--- config.mk ---
export PLATFORM = sky130hd
export DESIGN_NAME = instr_loader_flat
export DESIGN_NICKNAME = d
export VERILOG_FILES = /design/src/rtl/instr_loader_pkg.sv /design/src/rtl/instr_loader_if.sv /design/src/rtl/instr_loader_byte_assembler.sv /design/src/rtl/instr_loader.sv /design/src/flat_wrapper.sv
export SDC_FILE = /design/constraint.sdc
export NUM_CORES = 1
export LEC_CHECK = 0
export ABC_AREA = 1
export CORE_UTILIZATION = 53
export DETAILED_ROUTE_END_ITERATION = 16
export PLACE_DENSITY_LB_ADDON = 0.08
export SLEW_MARGIN = 20
export SYNTH_ARGS = -nofsm -noshare
export SYNTH_HDL_FRONTEND = slang
export SYNTH_HIERARCHICAL = 1
export SYNTH_SLANG_ARGS = --single-unit
export TNS_END_PERCENT = 100
--- constraint.sdc ---
create_clock -name clk -period 2.6 [get_ports clk]
set_input_delay 0.52 -clock clk [delete_from_list [all_inputs] [get_ports clk]]
set_output_delay 0.52 -clock clk [all_outputs]
set_load 0.02 [all_outputs]
--- src/rtl/instr_loader_pkg.sv ---
// rtl/instr_loader_pkg.sv - shared types and constants for the instruction loader
package instr_loader_pkg;

  typedef enum logic [2:0] {
    ST_IDLE,
    ST_HDR,
    ST_DATA,
    ST_WRITE,
    ST_DONE,
    ST_ERR
  } state_t;

  localparam int HDR_BYTES  = 4;
  localparam int WORD_BYTES = 4;
  localparam logic [31:0] ADDR_STEP = 32'd4;

  // A load is in progress in any of the three streaming/writing states
  function automatic logic is_load_state(input state_t s);
    return (s == ST_HDR) || (s == ST_DATA) || (s == ST_WRITE);
  endfunction

  // A new start is honoured only once the previous load has settled
  function automatic logic is_rest_state(input state_t s);
    return (s == ST_IDLE) || (s == ST_DONE) || (s == ST_ERR);
  endfunction

endpackage

--- src/rtl/instr_loader_if.sv ---
// rtl/instr_loader_if.sv - byte stream in and instruction-memory write port out
interface instr_loader_if;

  logic        rx_valid;
  logic [7:0]  rx_data;
  logic        rx_ready;
  logic        wr_en;
  logic [31:0] wr_addr;
  logic [31:0] wr_data;

  // Loader side: consumes the byte stream, drives the memory write port
  modport master (
    input  rx_valid,
    input  rx_data,
    output rx_ready,
    output wr_en,
    output wr_addr,
    output wr_data
  );

  // Environment side: byte source and instruction memory
  modport slave (
    output rx_valid,
    output rx_data,
    input  rx_ready,
    input  wr_en,
    input  wr_addr,
    input  wr_data
  );

endinterface

--- src/rtl/instr_loader_byte_assembler.sv ---
// rtl/instr_loader_byte_assembler.sv - little-endian byte-to-word assembler
module instr_loader_byte_assembler (
  input  logic        clk,
  input  logic        reset,
  input  logic        clear,
  input  logic        byte_valid,
  input  logic [7:0]  byte_data,
  input  logic [1:0]  last_idx,
  output logic [31:0] word_next,
  output logic        word_complete
);

  logic [1:0]  byte_idx;
  logic [31:0] shift_reg;

  // New bytes enter at the top so the first byte ends up in bits [7:0]
  assign word_next     = {byte_data, shift_reg[31:8]};
  assign word_complete = byte_valid && (byte_idx == last_idx);

  // Byte index and shift register; clear restarts word alignment for a new load
  always_ff @(posedge clk or posedge reset) begin
    if (reset) begin
      byte_idx  <= 2'd0;
      shift_reg <= 32'd0;
    end else if (clear) begin
      byte_idx  <= 2'd0;
    end else if (byte_valid) begin
      shift_reg <= word_next;
      byte_idx  <= word_complete ? 2'd0 : byte_idx + 2'd1;
    end
  end

endmodule

--- src/rtl/instr_loader.sv ---
// rtl/instr_loader.sv - boot-time instruction memory writer with core reset hold
module instr_loader
  import instr_loader_pkg::*;
#(
  parameter int          MAX_WORDS = 256,
  parameter logic [31:0] BASE_ADDR = 32'h0000_0000
) (
  input  logic              clk,
  input  logic              reset,
  input  logic              start,
  instr_loader_if.master    bus,
  output logic              cpu_reset,
  output logic              busy,
  output logic              done,
  output logic              error
);

  // Wide enough to hold MAX_WORDS itself, not just MAX_WORDS-1
  localparam int CNT_W = $clog2(MAX_WORDS + 1);

  state_t             state;
  state_t             next_state;
  logic [CNT_W-1:0]   word_index;
  logic [CNT_W-1:0]   word_count;
  logic               accept;
  logic               start_load;
  logic [1:0]         last_idx;
  logic [31:0]        word_next;
  logic               word_complete;
  logic               hdr_bad;
  logic               last_word;

  assign accept     = bus.rx_ready && bus.rx_valid;
  assign start_load = start && is_rest_state(state);
  assign last_idx   = (state == ST_HDR) ? 2'(HDR_BYTES - 1) : 2'(WORD_BYTES - 1);
  assign hdr_bad    = (word_next == 32'd0) || (word_next > 32'(MAX_WORDS));
  assign last_word  = (word_index == word_count - CNT_W'(1));

  instr_loader_byte_assembler u_byte_assembler (
    .clk           (clk),
    .reset         (reset),
    .clear         (start_load),
    .byte_valid    (accept),
    .byte_data     (bus.rx_data),
    .last_idx      (last_idx),
    .word_next     (word_next),
    .word_complete (word_complete)
  );

  // State register
  always_ff @(posedge clk or posedge reset) begin
    if (reset) begin
      state <= ST_IDLE;
    end else begin
      state <= next_state;
    end
  end

  // Next-state logic: header check, per-word write, completion
  always_comb begin
    next_state = state;
    case (state)
      ST_IDLE, ST_DONE, ST_ERR: begin
        if (start) next_state = ST_HDR;
      end
      ST_HDR: begin
        if (word_complete) next_state = hdr_bad ? ST_ERR : ST_DATA;
      end
      ST_DATA: begin
        if (word_complete) next_state = ST_WRITE;
      end
      ST_WRITE: begin
        next_state = last_word ? ST_DONE : ST_DATA;
      end
      default: next_state = ST_IDLE;
    endcase
  end

  // Word count from the header and index of the next word to write
  always_ff @(posedge clk or posedge reset) begin
    if (reset) begin
      word_index <= '0;
      word_count <= '0;
    end else if (start_load) begin
      word_index <= '0;
    end else if (state == ST_HDR && word_complete && !hdr_bad) begin
      word_count <= word_next[CNT_W-1:0];
    end else if (state == ST_WRITE) begin
      word_index <= word_index + CNT_W'(1);
    end
  end

  // Registered outputs decoded from the upcoming state; address/data captured on entry to WRITE
  always_ff @(posedge clk or posedge reset) begin
    if (reset) begin
      bus.rx_ready <= 1'b0;
      bus.wr_en    <= 1'b0;
      bus.wr_addr  <= BASE_ADDR;
      bus.wr_data  <= 32'd0;
      cpu_reset    <= 1'b1;
      busy         <= 1'b0;
      done         <= 1'b0;
      error        <= 1'b0;
    end else begin
      bus.rx_ready <= (next_state == ST_HDR) || (next_state == ST_DATA);
      bus.wr_en    <= (next_state == ST_WRITE);
      cpu_reset    <= (next_state != ST_DONE);
      busy         <= is_load_state(next_state);
      done         <= (next_state == ST_DONE);
      error        <= (next_state == ST_ERR);
      if (state == ST_DATA && word_complete) begin
        bus.wr_addr <= BASE_ADDR + 32'(word_index) * ADDR_STEP;
        bus.wr_data <= word_next;
      end
    end
  end

endmodule
--- src/flat_wrapper.sv ---
// flat-port wrapper written by rule: the top's interface ports become plain ports
module instr_loader_flat import instr_loader_pkg::*;
#(
  parameter int          MAX_WORDS = 256,
  parameter logic [31:0] BASE_ADDR = 32'h0000_0000
)
  (clk, reset, start, cpu_reset, busy, done, error, bus_rx_valid, bus_rx_data, bus_rx_ready, bus_wr_en, bus_wr_addr, bus_wr_data);
  instr_loader_if bus_i ();
  input  logic clk;
  input  logic reset;
  input  logic start;
  output logic cpu_reset;
  output logic busy;
  output logic done;
  output logic error;
  input wire logic [$bits(bus_i.rx_valid)-1:0] bus_rx_valid;
  input wire logic [$bits(bus_i.rx_data)-1:0] bus_rx_data;
  output wire logic [$bits(bus_i.rx_ready)-1:0] bus_rx_ready;
  output wire logic [$bits(bus_i.wr_en)-1:0] bus_wr_en;
  output wire logic [$bits(bus_i.wr_addr)-1:0] bus_wr_addr;
  output wire logic [$bits(bus_i.wr_data)-1:0] bus_wr_data;
  assign bus_i.rx_valid = bus_rx_valid;
  assign bus_i.rx_data = bus_rx_data;
  assign bus_rx_ready = bus_i.rx_ready;
  assign bus_wr_en = bus_i.wr_en;
  assign bus_wr_addr = bus_i.wr_addr;
  assign bus_wr_data = bus_i.wr_data;
  instr_loader #(.MAX_WORDS(MAX_WORDS), .BASE_ADDR(BASE_ADDR)) u_core (.clk(clk), .reset(reset), .start(start), .bus(bus_i), .cpu_reset(cpu_reset), .busy(busy), .done(done), .error(error));
endmodule
==> impl_results.md <==
* Status: completed
* Yosys reg bits at 94
* Combinational share of power at 26.2%
* Vias after detailed routing at 3,484
* Worst EP arrival at 2440 ps
* Largest net degree at the start of global routing at 44
* Leakage power total at 2.64 nW
* CP Class: reg -> reg
* Mapped Area at 0.00455 sq mm
* Initial Util at 55.1%
* Cts hold-fix bufs at 0
* Routed WL at 8940 microns
* P_sw at 1.40 mW
* Setup TNS at 0 ps
* Ratio of cells with drive above 1 in the final layout at 11.3%
* Final Slew Violations at 0
* IO Pins at 82
* Clock Latency Late Sink at 360 ps
* Buffers on Ports at 58
* Htree depth at 3
* Peak VDD IR at 0.000354 V
* Total core area at 0.00826 sq mm
* Measured slew at the worst slew-check pin at 541 ps
* Drc violations at 0
* DP Cell Count at 692
* P_int at 2.57 mW
* HP Class: reg -> reg
* Initial DRT Pass Iterations at 4
* Seq pwr share at 48.6%
* Post-route minimum period at 2190 ps
* Final period utilization at 84.2%
* Number of synthesized flops with an enable pin at 0
* Finished Layout Cells at 708
* Setup Viol. Count Final at 0
* Number of clock sinks at 94
* CP Capture Type: flip-flop
* Worst Skew at 13.9 ps
* Die ar. at 0.00897 sq mm
* Synthesis-to-layout area growth at 16.8%
* Gate count of the mapped netlist at 541
* Die Ht at 94.7 microns
* CTS Buffer Depth at 2
* Total Routing Usage GR at 22.5%
* Antenna Cells at 0
* Ys Warns at 6
* MaxCap Viol Count at 0
* Reg clk slew, reported paths at 90 ps
* DR WL/cell at 12.6 microns
* Initial antenna violation count at 0
* Routed vias/inst at 4.92
* Post-layout util at 64.4%
* Total grt overflow at 0
* First-pass GRT wire length at 15,300 microns
* RSZ-0062 raised after global routing: false
* Rel. slew slack at 63.9%
* Synth async-reset ratio at 100%
* Synthesized area per cell at 8.42 sq um
* Routability congestion estimate at 0.823
* Worst path required time at 2860 ps
* Worst-path maximum fanout at 5
* Clk network pwr share at 25.2%
* Largest register FFs at 32
* Crit start category: flip-flop
* Cts repair resizes at 0
* Dpl hpwl at 6530 microns
* Final nets at 612
* Sequential area share after synthesis at 51.7%
* Final hold viol count at 0
* Most common cell after layout, fill and taps aside: nand2_1
* Highest clock rate at 457 MHz
* CTS tree: done
* Cell variety after synth at 34
* Routed Antenna Nets at 0
* Vias in the first global route at 3,273
* Prevailing post-synth register cell: dfrtp_1
* DRT iter0 DRCs at 214
* Clock root cell: clkbuf_8
* Die width at 94.7 microns
* Rows at 33
* Most frequent cells in the layout: nand2_1, dfrtp_1, clkdlybuf4s50_1
* Sw Ratio at 35.2%
* CTS buffer count at 9
* Power Dens Cells at 746 mW/mm^2
* Post-CTS setup buffers at 0
worst max-delay path, stage by stage, from the launching register on:
cell	delay [ps]
dfrtp_1	420
inv_1	150
ha_1	240
inv_1	50
nor2_1	230
nand3_1	140
nand3_1	110
nand3_1	80
nor2_1	180
nand4_1	160
nand2_1	160
inv_2	50
nand2_1	60
inv_1	30
cell usage after synthesis, types with 2 or more instances:
| library cell | count | share of area (%) |
|---|---|---|
| ha_1 | 2 | 0.55 |
| inv_2 | 4 | 0.33 |
| nor2_1 | 47 | 3.9 |
| nand4_2 | 2 | 0.55 |
| xnor2_1 | 3 | 0.58 |
| conb_1 | 2 | 0.16 |
| buf_4 | 31 | 5.1 |
| a21oi_1 | 10 | 1.1 |
| o21ai_0 | 30 | 3.3 |
| nor3_1 | 6 | 0.66 |
| nor2_2 | 12 | 1.6 |
| dfrtp_1 | 93 | 51 |
| a21oi_2 | 9 | 1.7 |
| nand4_1 | 5 | 0.69 |
| o21ai_2 | 9 | 1.7 |
| inv_1 | 48 | 4.0 |
| clkbuf_1 | 5 | 0.41 |
| nand3_1 | 31 | 3.4 |
| clkbuf_8 | 2 | 0.60 |
| nand2_4 | 2 | 0.49 |
| nand2_1 | 172 | 14 |
| buf_2 | 4 | 0.44 |
cell families after synthesis:
family | Yosys count | synth area share, %
compound gates | 60 | 8.16
xor+xnor | 5 | 1.26
fa+ha+maj | 2 | 0.550
buf+inv | 97 | 11.7
flops | 94 | 51.7
other cells | 2 | 0.165
simple gates | 281 | 26.5
path summary, 6_finish.rpt:
kind                                                         start                                               to  slack [ps]  depth (start not counted)
worst max-delay path              u_core/word_count[0]$_DFFE_PP0P_                            u_core/busy$_DFF_PP0_         410                         13
worst min-delay path            u_core/bus.wr_data[11]$_DFFE_PP0P_               u_core/bus.wr_data[11]$_DFFE_PP0P_         480                          2
worst max register to register    u_core/word_count[0]$_DFFE_PP0P_                            u_core/busy$_DFF_PP0_         410                         13
worst min register to register  u_core/bus.wr_data[11]$_DFFE_PP0P_               u_core/bus.wr_data[11]$_DFFE_PP0P_         480                          2
max in group asynchronous                                    reset                 u_core/word_count[5]$_DFFE_PP0P_        1570                          3
min in group asynchronous                                    reset  u_core/u_byte_assembler/byte_idx[0]$_DFFE_PP0P_         570                          3
layout make-up:
class,instances,area (sq um)
Timing Repair Buffer,66,666
Sequential cell,94,2350
Fill cell,720,2940
Inverter,53,201
Tap cell,105,131
Clock inverter,4,53.8
Clock buffer,12,155
Multi-Input combinational cell,374,1760
per-stage QoR:
step	hold WS, ps	setup slack [ps]	power (mW)	instance area [sq um]
detailed placement	457	222	2.99	5110
finish	477	412	3.97	5320
floorplan	455	370	2.75	4640
CTS	481	446	4.01	5320
global route	501	102	4.25	5320
global placement	455	297	2.96	5110
metal layers:
| metal | vias up | GRT usage, % | part of all wire (%) |
|---|---|---|---|
| met3 | 12 | 3.95 | 5.4 |
| li1 | 1749 | - | - |
| met5 | - | 0 | 0 |
| met2 | 99 | 36.2 | 47 |
| met4 | 0 | 9.60 | 1.6 |
| met1 | 1624 | 30.0 | 46 |
power by group through the flow:
stage | clock (mW) | combinational [mW] | sequential, mW
global route | 1.10 | 1.18 | 1.97
CTS | 1.03 | 1.05 | 1.93
floorplan | 0 | 0.830 | 1.92
global placement | 0 | 1.02 | 1.95
detailed placement | 0 | 1.04 | 1.95
finish | 0.999 | 1.04 | 1.93
Power figures use the tool's default switching activity.
